$ cat src/rtl/pwm_regs_multi_if.sv
// Host-side register bus for pwm_regs_multi: one byte access per cycle,
// registered read data with a read-valid pulse and an access-error pulse.
interface pwm_regs_multi_if #(
  parameter int AW = 8
);
  logic          read;
  logic          write;
  logic [AW-1:0] addr;
  logic [7:0]    data_write;
  logic [7:0]    data_read;
  logic          rd_valid;
  logic          addr_err;

  modport master (
    output read, write, addr, data_write,
    input  data_read, rd_valid, addr_err
  );

  modport slave (
    input  read, write, addr, data_write,
    output data_read, rd_valid, addr_err
  );
endinterface

$ cat src/rtl/pwm_regs_multi.sv
// NCH-channel byte-wide PWM register bank with sticky overflow status and a
// self-clearing count_reset pulse. Define PWM_REGS_SHADOW_EN for double-buffered period/compare.

module pwm_regs_ch #(
  parameter int CW        = 16,
  parameter int RST_PULSE = 2
) (
  input  logic          clk,
  input  logic          rst,
  input  logic          wr,
  input  logic [4:0]    off,
  input  logic [7:0]    wdata,
  input  logic [CW-1:0] cnt,
  input  logic          evt,
  output logic [CW-1:0] period,
  output logic [CW-1:0] compare1,
  output logic [CW-1:0] compare2,
  output logic [7:0]    prescale,
  output logic [7:0]    functions,
  output logic          en,
  output logic          upnotdown,
  output logic          pwm_en,
  output logic          count_reset,
  output logic [7:0]    rd_byte
);
  localparam int NB = CW / 8;

  // Write-visible copies; these are the active values unless shadowing is enabled.
  logic [CW-1:0] per_w, cmp1_w, cmp2_w;
  logic [3:0]    pulse_cnt;
  logic          ovf;

  function automatic logic [7:0] fbyte(input logic [CW-1:0] v, input logic [1:0] b);
    logic [7:0] r;
    r = '0;
    for (int i = 0; i < NB; i++)
      if (b == 2'(i)) r = v[i*8 +: 8];
    return r;
  endfunction

  always_ff @(posedge clk or posedge rst) begin
    if (rst) begin
      per_w     <= '0;
      cmp1_w    <= '0;
      cmp2_w    <= '0;
      prescale  <= '0;
      functions <= '0;
      en        <= 1'b0;
      upnotdown <= 1'b0;
      pwm_en    <= 1'b0;
      pulse_cnt <= '0;
      ovf       <= 1'b0;
    end else begin
      if (wr) begin
        for (int i = 0; i < NB; i++) begin
          if (off == 5'(i))     per_w[i*8 +: 8]  <= wdata;
          if (off == 5'(4 + i)) cmp1_w[i*8 +: 8] <= wdata;
          if (off == 5'(8 + i)) cmp2_w[i*8 +: 8] <= wdata;
        end
        case (off)
          5'h10:   {pwm_en, upnotdown, en} <= wdata[2:0];
          5'h11:   prescale  <= wdata;
          5'h12:   functions <= wdata;
          default: ;
        endcase
      end
      // A bit3 write reloads the pulse; a bit3=0 write lets it run out.
      if (wr && off == 5'h10 && wdata[3])
        pulse_cnt <= 4'(RST_PULSE);
      else if (pulse_cnt != 4'd0)
        pulse_cnt <= pulse_cnt - 4'd1;
      if (evt)
        ovf <= 1'b1;
      else if (wr && off == 5'h13 && wdata[0])
        ovf <= 1'b0;
    end
  end

  assign count_reset = (pulse_cnt != 4'd0);

`ifdef PWM_REGS_SHADOW_EN
  // Active copy follows the shadow at period boundaries, or continuously while stopped.
  always_ff @(posedge clk or posedge rst) begin
    if (rst) begin
      period   <= '0;
      compare1 <= '0;
      compare2 <= '0;
    end else if (evt || !en) begin
      period   <= per_w;
      compare1 <= cmp1_w;
      compare2 <= cmp2_w;
    end
  end
`else
  assign period   = per_w;
  assign compare1 = cmp1_w;
  assign compare2 = cmp2_w;
`endif

  always_comb begin
    rd_byte = '0;
    case (off)
      5'h00, 5'h01, 5'h02, 5'h03: rd_byte = fbyte(per_w, off[1:0]);
      5'h04, 5'h05, 5'h06, 5'h07: rd_byte = fbyte(cmp1_w, off[1:0]);
      5'h08, 5'h09, 5'h0A, 5'h0B: rd_byte = fbyte(cmp2_w, off[1:0]);
      5'h0C, 5'h0D, 5'h0E, 5'h0F: rd_byte = fbyte(cnt, off[1:0]);
      5'h10:   rd_byte = {4'b0, count_reset, pwm_en, upnotdown, en};
      5'h11:   rd_byte = prescale;
      5'h12:   rd_byte = functions;
      5'h13:   rd_byte = {7'b0, ovf};
      default: rd_byte = '0;
    endcase
  end
endmodule

module pwm_regs_multi #(
  parameter int NCH       = 4,
  parameter int CW        = 16,
  parameter int AW        = 8,
  parameter int RST_PULSE = 2
) (
  input  logic                clk,
  input  logic                rst,
  pwm_regs_multi_if.slave     bus,
  input  logic [NCH*CW-1:0]   counter_val,
  input  logic [NCH-1:0]      update_evt,
  output logic [NCH*CW-1:0]   period,
  output logic [NCH*CW-1:0]   compare1,
  output logic [NCH*CW-1:0]   compare2,
  output logic [NCH*8-1:0]    prescale,
  output logic [NCH*8-1:0]    functions,
  output logic [NCH-1:0]      en,
  output logic [NCH-1:0]      upnotdown,
  output logic [NCH-1:0]      pwm_en,
  output logic [NCH-1:0]      count_reset
);
  localparam int CHW = AW - 5;

  logic [CHW-1:0]       chan;
  logic [4:0]           off;
  logic                 acc_ok;
  logic [NCH-1:0][7:0]  rd_bytes;
  logic [7:0]           rd_mux;

  assign chan   = bus.addr[AW-1:5];
  assign off    = bus.addr[4:0];
  assign acc_ok = ({1'b0, chan} < (CHW+1)'(NCH)) && (off < 5'h14);

  always_comb begin
    rd_mux = '0;
    for (int c = 0; c < NCH; c++)
      if (chan == CHW'(c)) rd_mux = rd_bytes[c];
    if (!acc_ok) rd_mux = '0;
  end

  for (genvar c = 0; c < NCH; c++) begin : g_ch
    pwm_regs_ch #(.CW(CW), .RST_PULSE(RST_PULSE)) u_ch (
      .clk         (clk),
      .rst         (rst),
      .wr          (bus.write && acc_ok && (chan == CHW'(c))),
      .off         (off),
      .wdata       (bus.data_write),
      .cnt         (counter_val[c*CW +: CW]),
      .evt         (update_evt[c]),
      .period      (period[c*CW +: CW]),
      .compare1    (compare1[c*CW +: CW]),
      .compare2    (compare2[c*CW +: CW]),
      .prescale    (prescale[c*8 +: 8]),
      .functions   (functions[c*8 +: 8]),
      .en          (en[c]),
      .upnotdown   (upnotdown[c]),
      .pwm_en      (pwm_en[c]),
      .count_reset (count_reset[c]),
      .rd_byte     (rd_bytes[c])
    );
  end

  // Read data is sampled before any same-cycle write lands.
  always_ff @(posedge clk or posedge rst) begin
    if (rst) begin
      bus.data_read <= '0;
      bus.rd_valid  <= 1'b0;
      bus.addr_err  <= 1'b0;
    end else begin
      bus.rd_valid <= bus.read;
      bus.addr_err <= (bus.read || bus.write) && !acc_ok;
      if (bus.read) bus.data_read <= rd_mux;
    end
  end
endmodule
$ cat src/flat_wrapper.sv
// flat-port wrapper written by rule: the top's interface ports become plain ports
module pwm_regs_multi_flat 
#(
  parameter int NCH       = 4,
  parameter int CW        = 16,
  parameter int AW        = 8,
  parameter int RST_PULSE = 2
)
  (clk, rst, counter_val, update_evt, period, compare1, compare2, prescale, functions, en, upnotdown, pwm_en, count_reset, bus_read, bus_write, bus_addr, bus_data_write, bus_data_read, bus_rd_valid, bus_addr_err);
  pwm_regs_multi_if #(.AW(AW)) bus_i ();
  input  logic clk;
  input  logic rst;
  input  logic [NCH*CW-1:0] counter_val;
  input  logic [NCH-1:0] update_evt;
  output logic [NCH*CW-1:0] period;
  output logic [NCH*CW-1:0] compare1;
  output logic [NCH*CW-1:0] compare2;
  output logic [NCH*8-1:0] prescale;
  output logic [NCH*8-1:0] functions;
  output logic [NCH-1:0] en;
  output logic [NCH-1:0] upnotdown;
  output logic [NCH-1:0] pwm_en;
  output logic [NCH-1:0] count_reset;
  input wire logic [$bits(bus_i.read)-1:0] bus_read;
  input wire logic [$bits(bus_i.write)-1:0] bus_write;
  input wire logic [$bits(bus_i.addr)-1:0] bus_addr;
  input wire logic [$bits(bus_i.data_write)-1:0] bus_data_write;
  output wire logic [$bits(bus_i.data_read)-1:0] bus_data_read;
  output wire logic [$bits(bus_i.rd_valid)-1:0] bus_rd_valid;
  output wire logic [$bits(bus_i.addr_err)-1:0] bus_addr_err;
  assign bus_i.read = bus_read;
  assign bus_i.write = bus_write;
  assign bus_i.addr = bus_addr;
  assign bus_i.data_write = bus_data_write;
  assign bus_data_read = bus_i.data_read;
  assign bus_rd_valid = bus_i.rd_valid;
  assign bus_addr_err = bus_i.addr_err;
  pwm_regs_multi #(.NCH(NCH), .CW(CW), .AW(AW), .RST_PULSE(RST_PULSE)) u_core (.clk(clk), .rst(rst), .bus(bus_i), .counter_val(counter_val), .update_evt(update_evt), .period(period), .compare1(compare1), .compare2(compare2), .prescale(prescale), .functions(functions), .en(en), .upnotdown(upnotdown), .pwm_en(pwm_en), .count_reset(count_reset));
endmodule
$ cat config.mk
export PLATFORM = sky130hd
export DESIGN_NAME = pwm_regs_multi_flat
export DESIGN_NICKNAME = d
export VERILOG_FILES = /design/src/rtl/pwm_regs_multi_if.sv /design/src/rtl/pwm_regs_multi.sv /design/src/flat_wrapper.sv
export SDC_FILE = /design/constraint.sdc
export NUM_CORES = 1
export LEC_CHECK = 0
export BUFFER_PORTS_ARGS = -buffer_cell sky130_fd_sc_hd__buf_2
export CAP_MARGIN = 20
export CORE_ASPECT_RATIO = 1.1
export CORE_MARGIN = 1.5
export CORE_UTILIZATION = 47
export CTS_CLUSTER_SIZE = 16
export DETAILED_ROUTE_END_ITERATION = 6
export HOLD_SLACK_MARGIN = 0.12
export PLACE_DENSITY = 0.7
export SETUP_SLACK_MARGIN = 0.1
export SLEW_MARGIN = 10
export SYNTH_ARGS = -nofsm -noshare
export SYNTH_HDL_FRONTEND = slang
export SYNTH_SLANG_ARGS = --single-unit
export TNS_END_PERCENT = 10
$ cat constraint.sdc
create_clock -name clk -period 13.81 [get_ports clk]
set_input_delay 2.762 -clock clk [delete_from_list [all_inputs] [get_ports clk]]
set_output_delay 2.762 -clock clk [all_outputs]
set_load 0.01 [all_outputs]
==> reports/results.ini <==
[power_and_ir_drop]
power.total_mw=2.14
intPower_mw=1.57
p_sw_frac=0.265
combPwrFrac=0.127
power_frac_clock=0.428
power-per-cell-area_nw_per_um2=119
pwr-share-seq=0.444
switching_power_mw=0.566
p_leak_nw=9.38
peakVddDrop_v=0.0000780

[clocking]
cts_max_path_buffers=3
cts_resized=0
post_cts_buffers=0
cts_tree=done
clock_sinks=298
hold_buffers=0
clkSlewWorstSetupHoldPaths_ns=0.06
root_buffer=clkbuf_16
clkLatencyLatePin_ns=0.57
numCtsBuffers=31
cts_htree_levels=1

[sta]
worst_pin_slew_ns=1.14
setup-tns-final_ns=0
whs_ns=0.498
max_slew_margin=0.237
rsz0062_at_grt=no
fin_skew_ns=0.00978
hold_violations=0
fin_ws_ns=8.07
setup_violations=0
period_share=0.416
max_freq_ghz=0.174
slew_violations=0
min_period_ns=5.74

[place]
gp_congestion=0.930
io_buffers=369
dp.cells=1886
dpl-instance-area_um2=16800
place_hpwl_mm=39.7
pre_cts_slack_ns=7.71

[logic_synthesis]
syn_area_um2=14800
yosysSeqAreaShare=0.504
ys_top_cells_by_count=dfrtp_1 (298), mux2_2 (240), mux2i_1 (66)
synthFlopType=dfrtp_1
netlist.top_cell.by_area=dfrtp_1
async_flop_share=1.00
syn-num-nets=1282
yosys.area.top_type_share=0.504
synth_edf_count=0
synth.most_common_cell=dfrtp_1
yosysWarnings=0
synth_seq_cells=298
syn_area_per_cell_um2=12.5
syn_inst=1186
ys_types=78
synthTopCellsByArea=dfrtp_1 (50%), mux2_2 (18%), mux2i_1 (4.5%)

[routing]
wl_per_cell_um=28.5
first_iter_violations=1261
firstDrtPassIters=5
drc_errors=0
vias=12107
ant_nets=0
vias_per_cell=6.22
drt-total-wl_mm=55.5

[cells_and_area]
utilization=0.582
layoutNonFillerInstCount=1945
fillers=2658
final_cell_area_um2=17900
nets=1601
drive_gt1_frac=0.475
seqCellArea_um2=7460
multiInputGateArea_um2=6790
area_growth_pct=20.9

[global_routing]
grt_max_degree=160
antenna_found_initial=4
grtUsageTotal=0.339
grt_pass1_vias=11927
grt_pass1_wl_mm=80.0
grt.overflow.total=0

[floorplanning]
dieArea_um2=32600
die-height_um=189
core-area_um2=30800
die_w_um=172
rows=67
io_pins=370
start_util=0.481

[critical_path]
r2r_slack_ns=11.27
arrival_ns=6.24
crit_required_ns=14.31
start_kind=primary input
critPathKind=primary input to flop
worstPathMaxFanout=45
cp-end-kind=flop

[job]
drv_cap=0

[outcome]
status=complete, no violations

[min_path]
hold_class=flop to flop

cells by family (layout without fill, tap and decap cells):
group	count (synthesis)	after routing	share of synthesized area
AOI/OAI and AO/OA	185	185	0.0897
xor gates and xnor gates	8	8	0.00473
adders and majority gates	8	8	0.00676
buffers and inverters	110	453	0.0383
DFF	298	298	0.504
muxes	349	349	0.261
other	0	2	0
and+or+nand+nor	228	228	0.0963
metal layers:
layer	up-vias	global-route usage	wire length, um
met5	-	0	31
met4	4	0.159	2810
met3	166	0.0732	5650
met2	825	0.534	26000
met1	6089	0.445	21000
li1	5023	-	-
registers in the layout, indices dropped and copies added, names as in the netlist:
register / cells
u_core.g_ch.u_ch.compare1: 64
u_core.g_ch.u_ch.compare2: 64
u_core.g_ch.u_ch.period: 64
u_core.g_ch.u_ch.functions: 32
u_core.g_ch.u_ch.prescale: 32
u_core.g_ch.u_ch.pulse_cnt: 16
u_core.bus.data_read: 8
u_core.g_ch.u_ch.en: 4
u_core.g_ch.u_ch.ovf: 4
u_core.g_ch.u_ch.pwm_en: 4
u_core.g_ch.u_ch.upnotdown: 4
u_core.bus.addr_err: 1
u_core.bus.rd_valid: 1
worst paths after layout:
kind                                                              startpoint                                     endpoint  cells after the start
worst max-delay path                                             bus_addr[2]          u_core.bus.data_read[1]$_DFFE_PP0P_                      8
worst min-delay path                     u_core.bus.data_read[2]$_DFFE_PP0P_          u_core.bus.data_read[2]$_DFFE_PP0P_                      2
worst max register to register  u_core.g_ch[1].u_ch.pulse_cnt[0]$_DFFE_PP0P_          u_core.bus.data_read[3]$_DFFE_PP0P_                      7
worst min register to register           u_core.bus.data_read[2]$_DFFE_PP0P_          u_core.bus.data_read[2]$_DFFE_PP0P_                      2
max in group asynchronous                                                rst    u_core.g_ch[2].u_ch.period[9]$_DFFE_PP0P_                      3
min in group asynchronous                                                rst  u_core.g_ch[0].u_ch.compare1[5]$_DFFE_PP0P_                      2
cell type report:
cell class	count	share of cell area
clock inverters	16	0.0136
diodes	2	0.000280
inverters	17	0.00398
flip-flops and latches	298	0.417
well taps	414	0.0289
clock buffers	41	0.0488
repair buffers	379	0.109
multi-input cells	778	0.379
critical path, cell delays in order:
cell and delay [ns]:
buf_2 0.27, buf_4 0.40, nor2b_1 0.95, and2_0 0.74, a22oi_1 0.25, and4b_1 0.28
a31oi_1 0.33, o311a_1 0.19
cells in the final DEF, fill, tap and decap left out, types with 7 or more instances in the layout:
cell and n:
a31oi_1 12, nor3_1 12, clkbuf_16 31, buf_2 368, nand2_1 44, nor2b_1 9
a211oi_1 8, mux2_2 240, o22ai_1 10, a221oi_1 14, nor2_1 46, o221ai_1 7
a21oi_1 26, mux2i_1 66, xnor2_1 7, ha_1 8, mux2_1 42, o21ai_0 32
a22oi_1 32, inv_1 15, nor2_4 11, nor2_2 20, buf_4 9, dfrtp_1 298
nand3_1 14
power by group through the flow:
stage | registers [mW] | logic, mW | clock network, mW
final | 0.950 | 0.272 | 0.916
after global routing | 0.953 | 0.295 | 0.955
after CTS | 0.949 | 0.270 | 0.920
after detailed placement | 0.964 | 0.267 | 0
after global placement | 0.962 | 0.256 | 0
after floorplan | 0.962 | 0.173 | 0
(Power assumes the default switching activity.)
